### src/rtl/riscv_command_responder_if.sv
// Command/response handshake bundle between a command streamer (master)
// and the register-file responder (slave).
interface riscv_command_responder_if;
  logic        cmd_valid;
  logic        cmd_ready;
  logic [1:0]  cmd_op;
  logic [3:0]  cmd_addr;
  logic [31:0] cmd_data;
  logic        rsp_valid;
  logic        rsp_ready;
  logic [31:0] rsp_data;
  logic        rsp_err;

  modport master (
    output cmd_valid, cmd_op, cmd_addr, cmd_data, rsp_ready,
    input  cmd_ready, rsp_valid, rsp_data, rsp_err
  );

  modport slave (
    input  cmd_valid, cmd_op, cmd_addr, cmd_data, rsp_ready,
    output cmd_ready, rsp_valid, rsp_data, rsp_err
  );
endinterface

### src/rtl/riscv_command_responder.sv
// Queued command responder: a FIFO feeds an IDLE/EXEC/RESP engine that
// performs WRITE/READ/ADD/NOP on a small 32-bit register file.
module riscv_command_responder #(
  parameter int unsigned FIFO_DEPTH = 4,
  parameter int unsigned NUM_REGS   = 12
) (
  input  logic                        clk,
  input  logic                        reset,
  riscv_command_responder_if.slave    bus,
  output logic                        busy
);
  localparam int unsigned PTR_W = $clog2(FIFO_DEPTH);
  localparam int unsigned CNT_W = PTR_W + 1;
  localparam logic [CNT_W-1:0] FULL_CNT = CNT_W'(FIFO_DEPTH);
  localparam logic [4:0]       REG_LIM  = 5'(NUM_REGS);

  typedef enum logic [1:0] {IDLE, EXEC, RESP} state_e;
  typedef enum logic [1:0] {OP_NOP = 2'b00, OP_WRITE = 2'b01, OP_READ = 2'b10, OP_ADD = 2'b11} op_e;

  typedef struct packed {
    op_e         op;
    logic [3:0]  addr;
    logic [31:0] data;
  } cmd_t;

  state_e           state_q, state_d;
  cmd_t             fifo_q [FIFO_DEPTH];
  cmd_t             fifo_d [FIFO_DEPTH];
  logic [PTR_W-1:0] wr_ptr_q, wr_ptr_d, rd_ptr_q, rd_ptr_d;
  logic [CNT_W-1:0] count_q, count_d;
  cmd_t             ex_q, ex_d;
  logic [31:0]      regs_q [NUM_REGS];
  logic [31:0]      regs_d [NUM_REGS];
  logic             rsp_valid_q, rsp_valid_d;
  logic [31:0]      rsp_data_q, rsp_data_d;
  logic             rsp_err_q, rsp_err_d;

  logic push, pop, in_range;

  // cmd_ready looks only at the registered count, never at a same-cycle pop.
  assign bus.cmd_ready = (count_q != FULL_CNT);
  assign bus.rsp_valid = rsp_valid_q;
  assign bus.rsp_data  = rsp_data_q;
  assign bus.rsp_err   = rsp_err_q;
  assign busy          = (state_q != IDLE) || (count_q != '0);

  assign push     = bus.cmd_valid && bus.cmd_ready;
  assign pop      = (state_q == IDLE) && (count_q != '0);
  assign in_range = {1'b0, ex_q.addr} < REG_LIM;

  always_comb begin
    state_d     = state_q;
    fifo_d      = fifo_q;
    wr_ptr_d    = wr_ptr_q;
    rd_ptr_d    = rd_ptr_q;
    count_d     = count_q;
    ex_d        = ex_q;
    regs_d      = regs_q;
    rsp_valid_d = rsp_valid_q;
    rsp_data_d  = rsp_data_q;
    rsp_err_d   = rsp_err_q;

    if (push) begin
      fifo_d[wr_ptr_q] = '{op: op_e'(bus.cmd_op), addr: bus.cmd_addr, data: bus.cmd_data};
      wr_ptr_d = wr_ptr_q + 1'b1;
    end
    if (pop) begin
      ex_d     = fifo_q[rd_ptr_q];
      rd_ptr_d = rd_ptr_q + 1'b1;
    end
    if (push && !pop) begin
      count_d = count_q + 1'b1;
    end else if (!push && pop) begin
      count_d = count_q - 1'b1;
    end

    case (state_q)
      IDLE: begin
        if (pop) state_d = EXEC;
      end
      EXEC: begin
        rsp_data_d = '0;
        rsp_err_d  = (ex_q.op != OP_NOP) && !in_range;
        if (in_range) begin
          for (int unsigned i = 0; i < NUM_REGS; i++) begin
            if (ex_q.addr == 4'(i)) begin
              case (ex_q.op)
                OP_WRITE: begin
                  regs_d[i]  = ex_q.data;
                  rsp_data_d = ex_q.data;
                end
                OP_READ:  rsp_data_d = regs_q[i];
                OP_ADD: begin
                  regs_d[i]  = regs_q[i] + ex_q.data;
                  rsp_data_d = regs_d[i];
                end
                default: ;
              endcase
            end
          end
        end
        rsp_valid_d = 1'b1;
        state_d     = RESP;
      end
      RESP: begin
        if (bus.rsp_ready) begin
          rsp_valid_d = 1'b0;
          state_d     = IDLE;
        end
      end
      default: state_d = IDLE;
    endcase
  end

  always_ff @(posedge clk) begin
    if (reset) begin
      state_q     <= IDLE;
      fifo_q      <= '{default: '0};
      wr_ptr_q    <= '0;
      rd_ptr_q    <= '0;
      count_q     <= '0;
      ex_q        <= '0;
      regs_q      <= '{default: '0};
      rsp_valid_q <= 1'b0;
      rsp_data_q  <= '0;
      rsp_err_q   <= 1'b0;
    end else begin
      state_q     <= state_d;
      fifo_q      <= fifo_d;
      wr_ptr_q    <= wr_ptr_d;
      rd_ptr_q    <= rd_ptr_d;
      count_q     <= count_d;
      ex_q        <= ex_d;
      regs_q      <= regs_d;
      rsp_valid_q <= rsp_valid_d;
      rsp_data_q  <= rsp_data_d;
      rsp_err_q   <= rsp_err_d;
    end
  end
endmodule

### src/flat_wrapper.sv
// flat-port wrapper written by rule: the top's interface ports become plain ports
module riscv_command_responder_flat 
#(
  parameter int unsigned FIFO_DEPTH = 4,
  parameter int unsigned NUM_REGS   = 12
)
  (clk, reset, busy, bus_cmd_valid, bus_cmd_op, bus_cmd_addr, bus_cmd_data, bus_rsp_ready, bus_cmd_ready, bus_rsp_valid, bus_rsp_data, bus_rsp_err);
  riscv_command_responder_if bus_i ();
  input  logic clk;
  input  logic reset;
  output logic busy;
  input wire logic [$bits(bus_i.cmd_valid)-1:0] bus_cmd_valid;
  input wire logic [$bits(bus_i.cmd_op)-1:0] bus_cmd_op;
  input wire logic [$bits(bus_i.cmd_addr)-1:0] bus_cmd_addr;
  input wire logic [$bits(bus_i.cmd_data)-1:0] bus_cmd_data;
  input wire logic [$bits(bus_i.rsp_ready)-1:0] bus_rsp_ready;
  output wire logic [$bits(bus_i.cmd_ready)-1:0] bus_cmd_ready;
  output wire logic [$bits(bus_i.rsp_valid)-1:0] bus_rsp_valid;
  output wire logic [$bits(bus_i.rsp_data)-1:0] bus_rsp_data;
  output wire logic [$bits(bus_i.rsp_err)-1:0] bus_rsp_err;
  assign bus_i.cmd_valid = bus_cmd_valid;
  assign bus_i.cmd_op = bus_cmd_op;
  assign bus_i.cmd_addr = bus_cmd_addr;
  assign bus_i.cmd_data = bus_cmd_data;
  assign bus_i.rsp_ready = bus_rsp_ready;
  assign bus_cmd_ready = bus_i.cmd_ready;
  assign bus_rsp_valid = bus_i.rsp_valid;
  assign bus_rsp_data = bus_i.rsp_data;
  assign bus_rsp_err = bus_i.rsp_err;
  riscv_command_responder #(.FIFO_DEPTH(FIFO_DEPTH), .NUM_REGS(NUM_REGS)) u_core (.clk(clk), .reset(reset), .bus(bus_i), .busy(busy));
endmodule
### config.mk
export PLATFORM = sky130hd
export DESIGN_NAME = riscv_command_responder_flat
export DESIGN_NICKNAME = d
export VERILOG_FILES = /design/src/rtl/riscv_command_responder_if.sv /design/src/rtl/riscv_command_responder.sv /design/src/flat_wrapper.sv
export SDC_FILE = /design/constraint.sdc
export NUM_CORES = 2
export LEC_CHECK = 0
export ABC_CLOCK_PERIOD_IN_PS = 6200
export CORE_MARGIN = 2
export CORE_UTILIZATION = 40
export CTS_CLUSTER_SIZE = 30
export DETAILED_ROUTE_END_ITERATION = 8
export SYNTH_ARGS = -nofsm -noshare
export SYNTH_HDL_FRONTEND = slang
export SYNTH_SLANG_ARGS = --single-unit
### constraint.sdc
create_clock -name clk -period 6.2 [get_ports clk]
set_clock_uncertainty 0.05 [all_clocks]
set_input_delay 1.24 -clock clk [delete_from_list [all_inputs] [get_ports clk]]
set_output_delay 1.24 -clock clk [all_outputs]
set_load 0.02 [all_outputs]
==> run summary <==
layout cell share with drive strength beyond 1: 6.70%
CP Capture Type: flip-flop
data required time at the worst endpoint: 6.65 ns
switching power share of the total: 35.7%
setup tns final: 0 ns
setup violators final: 0
initial antenna violation count: 15
mean area per synthesized cell: 7.41 um^2
RSZ-0062 raised after global routing: false
outcome: completed
Routed Antenna Nets: 0
hpwl dp: 155 mm
Core ar.: 0.123 mm^2
Core Rows: 129
clock root buffer: clkbuf_16
CTS resizes: 0
sequential share of power: 35.9%
Hold Path Class: reg2reg
vias in the first global route: 48,589
final period utilization: 85.6%
clock power share: 39.7%
critical path class: reg2reg
min cycle time layout: 5.31 ns
Ports: 78
DR WL/cell: 25.7 um
Die H: 356 um
Max Cap Violations: 0
Clock H-tree levels: 3
Mapped Nets: 7,130
Async S/R FF share, synth: 0%
CTS tree: built
Final nets: 6,993
Least-Margin Pin Slew: 1.32 ns
total grt overflow: 0
Die W: 356 um
Bufs on Longest Clock Path: 3
Skew-Pair Late Insertion Delay: 0.70 ns
Internal Pwr Total: 0.00770 W
Routed WL: 212 mm
Yosys Warn Count: 0
Top FF cell, synth: dfxtp_1
sequential cell area fraction in the yosys report: 24.9%
Synth-to-Final Area Change: 10.5%
via count: 53,425
gp weighted congestion: 1.04
CTS Hold Bufs: 0
worst-path maximum fanout: 29
post-synthesis register bit count: 617
final hold viol count: 0
DRC viols: 0
Sink Count: 617
Comb pwr share: 24.4%
total global-route track usage: 32.2%
drt via density: 6.47
Setup Buffers After CTS: 0
Worst Setup Start Kind: flip-flop
distinct cell type count after synthesis: 89
Mapped Area: 0.0496 mm^2
Worst EP arrival: 5.76 ns
achievable frequency: 188 MHz
relative slew slack: 9.39%
Port Buffers: 77
number of synthesized flops with an enable pin: 0
first-pass GRT wire length: 314 mm
die area: 0.127 mm^2
Synth Instances: 6,698
largest net degree at the start of global routing: 193
Clock transition at path regs: 0.06 ns
Max rail drop VDD: 0.000217 V
Switch Pwr: 0.00427 W
number of buffers created by CTS: 79
Leak: 20.5 nW
drt pass-1 iters: 6
initial core utilization: 40.2%
Initial DRC Count: 6,899
fin util: 44.5%
Pwr per Cell Area: 218 mW/mm^2
Pins Over Slew Limit: 0
==> state kept, by name, summed over array words and instances, names as in the netlist <==
name	cells
u_core.fifo_q	152
u_core.bus.rsp_err	1
u_core.rd_ptr_q	2
u_core.count_q	3
u_core.bus.rsp_data	32
u_core.ex_q	38
u_core.wr_ptr_q	2
u_core.state_q	2
u_core.bus.rsp_valid	1
u_core.regs_q	384
==> cells in the final DEF (no fill, tap or decap), types with 38 or more instances in the layout <==
cell,netlist,final
xor2_1,94,94
clkdlybuf4s50_1,0,76
nor2_1,661,647
nand4_1,60,60
nand2_1,1067,1066
o22ai_1,48,48
o21ai_0,265,265
inv_1,78,78
a221oi_1,44,44
a211oi_1,155,155
xnor2_1,216,216
o21a_1,54,54
and3_1,52,52
mux2_2,44,44
a21oi_1,856,856
clkbuf_16,0,81
o21bai_1,41,41
or3_1,42,42
nand3_1,132,132
nor2b_1,39,38
a311oi_1,299,299
a21o_1,155,155
mux4_2,38,38
nor3_1,112,107
and2_1,62,61
ha_1,377,377
dfxtp_1,617,611
a31oi_1,104,104
buf_4,0,159
o211ai_1,55,55
==> cells in the mapped netlist (54+ instances only) <==
| master | n | area (um^2) |
|---|---|---|
| nand2_1 | 1067 | 4010 |
| a21oi_1 | 856 | 4280 |
| nor2_1 | 661 | 2480 |
| dfxtp_1 | 617 | 12400 |
| clkbuf_1 | 387 | 1450 |
| ha_1 | 377 | 4720 |
| a311oi_1 | 299 | 2620 |
| o21ai_0 | 265 | 1330 |
| xnor2_1 | 216 | 1890 |
| a211oi_1 | 155 | 1160 |
| a21o_1 | 155 | 1160 |
| nand3_1 | 132 | 661 |
| nor3_1 | 112 | 561 |
| a31oi_1 | 104 | 651 |
| xor2_1 | 94 | 823 |
| inv_1 | 78 | 293 |
| and2_1 | 62 | 388 |
| buf_1 | 62 | 233 |
| nand4_1 | 60 | 375 |
| o211ai_1 | 55 | 413 |
| o21a_1 | 54 | 405 |
==> path summary, 6_finish.rpt <==
path / from / endpoint / slack [ns] / depth (start not counted)
worst max-delay path: u_core.ex_q[1]$_SDFFE_PP0P_ / u_core.bus.rsp_data[27]$_SDFFE_PP0P_ / 0.89 / 13
worst min-delay path: u_core.bus.rsp_data[3]$_SDFFE_PP0P_ / u_core.bus.rsp_data[3]$_SDFFE_PP0P_ / 0.40 / 2
worst max register to register: u_core.ex_q[1]$_SDFFE_PP0P_ / u_core.bus.rsp_data[27]$_SDFFE_PP0P_ / 0.89 / 13
worst min register to register: u_core.bus.rsp_data[3]$_SDFFE_PP0P_ / u_core.bus.rsp_data[3]$_SDFFE_PP0P_ / 0.40 / 2
==> kinds of logic (layout without fill, tap and decap cells) <==
logic type / count (synthesis) / count (layout) / synth area share, %
other cells: 0 / 6 / 0
buf+inv: 545 / 463 / 4.17
mux: 104 / 104 / 3.18
compound gates: 2379 / 2379 / 31.7
xor+xnor: 310 / 310 / 5.47
simple gates: 2353 / 2353 / 20.5
fa+ha+maj: 390 / 390 / 10.0
flops: 617 / 617 / 24.9
==> cell type report <==
| cell class | count | area (um^2) |
|---|---|---|
| Clock inverter | 24 | 297 |
| Inverter | 79 | 297 |
| Antenna cell | 6 | 15.0 |
| Sequential cell | 617 | 12400 |
| Tap cell | 1637 | 2050 |
| Multi-Input combinational cell | 5536 | 35300 |
| Fill cell | 12579 | 68500 |
| Clock buffer | 112 | 2260 |
| Timing Repair Buffer | 248 | 2210 |
==> worst max-delay path, cell delays in order, from the launching register on <==
cell       delay (ns)
dfxtp_2          0.90
ha_1             0.39
a211oi_1         0.24
o21ai_0          0.26
nand3_1          0.29
a211oi_1         0.12
nor3_1           0.70
a21oi_1          0.20
nand3_1          0.17
a21oi_1          0.07
o21ai_0          0.27
a311oi_1         0.15
a2111oi_0        1.05
o21ai_0          0.20
==> per-layer routing <==
layer	part of all wire, %	vias to the layer above	track usage, %
met3	9.4	567	6.25
li1	-	24668	-
met1	42	25488	43.6
met2	43	2696	48.5
met5	0.017	-	0
met4	5.5	6	16.6
==> per-stage QoR <==
step / std cells / worst slack (ns) / total power (W) / hold slack, ns / instance area, um^2
floorplan: 6698 / 2.14 / 0.00610 / 0.383 / 49600
global placement: 8117 / 1.15 / 0.00720 / 0.382 / 52300
detailed placement: 8117 / 1.18 / 0.00723 / 0.386 / 52300
CTS: 8253 / 1.13 / 0.0120 / 0.400 / 54800
global route: 8254 / 0.737 / 0.0124 / 0.415 / 54800
finish: 8259 / 0.890 / 0.0120 / 0.397 / 54800
==> power by group through the flow <==
stage | Clock [W] | Combinational (W) | Sequential [W]
3_3_place_gp | 0 | 0.00283 | 0.00438
2_1_floorplan | 0 | 0.00180 | 0.00430
4_1_cts | 0.00481 | 0.00286 | 0.00430
6_report | 0.00476 | 0.00292 | 0.00430
5_1_grt | 0.00494 | 0.00309 | 0.00431
3_5_place_dp | 0 | 0.00285 | 0.00438
(Power assumes the default switching activity.)
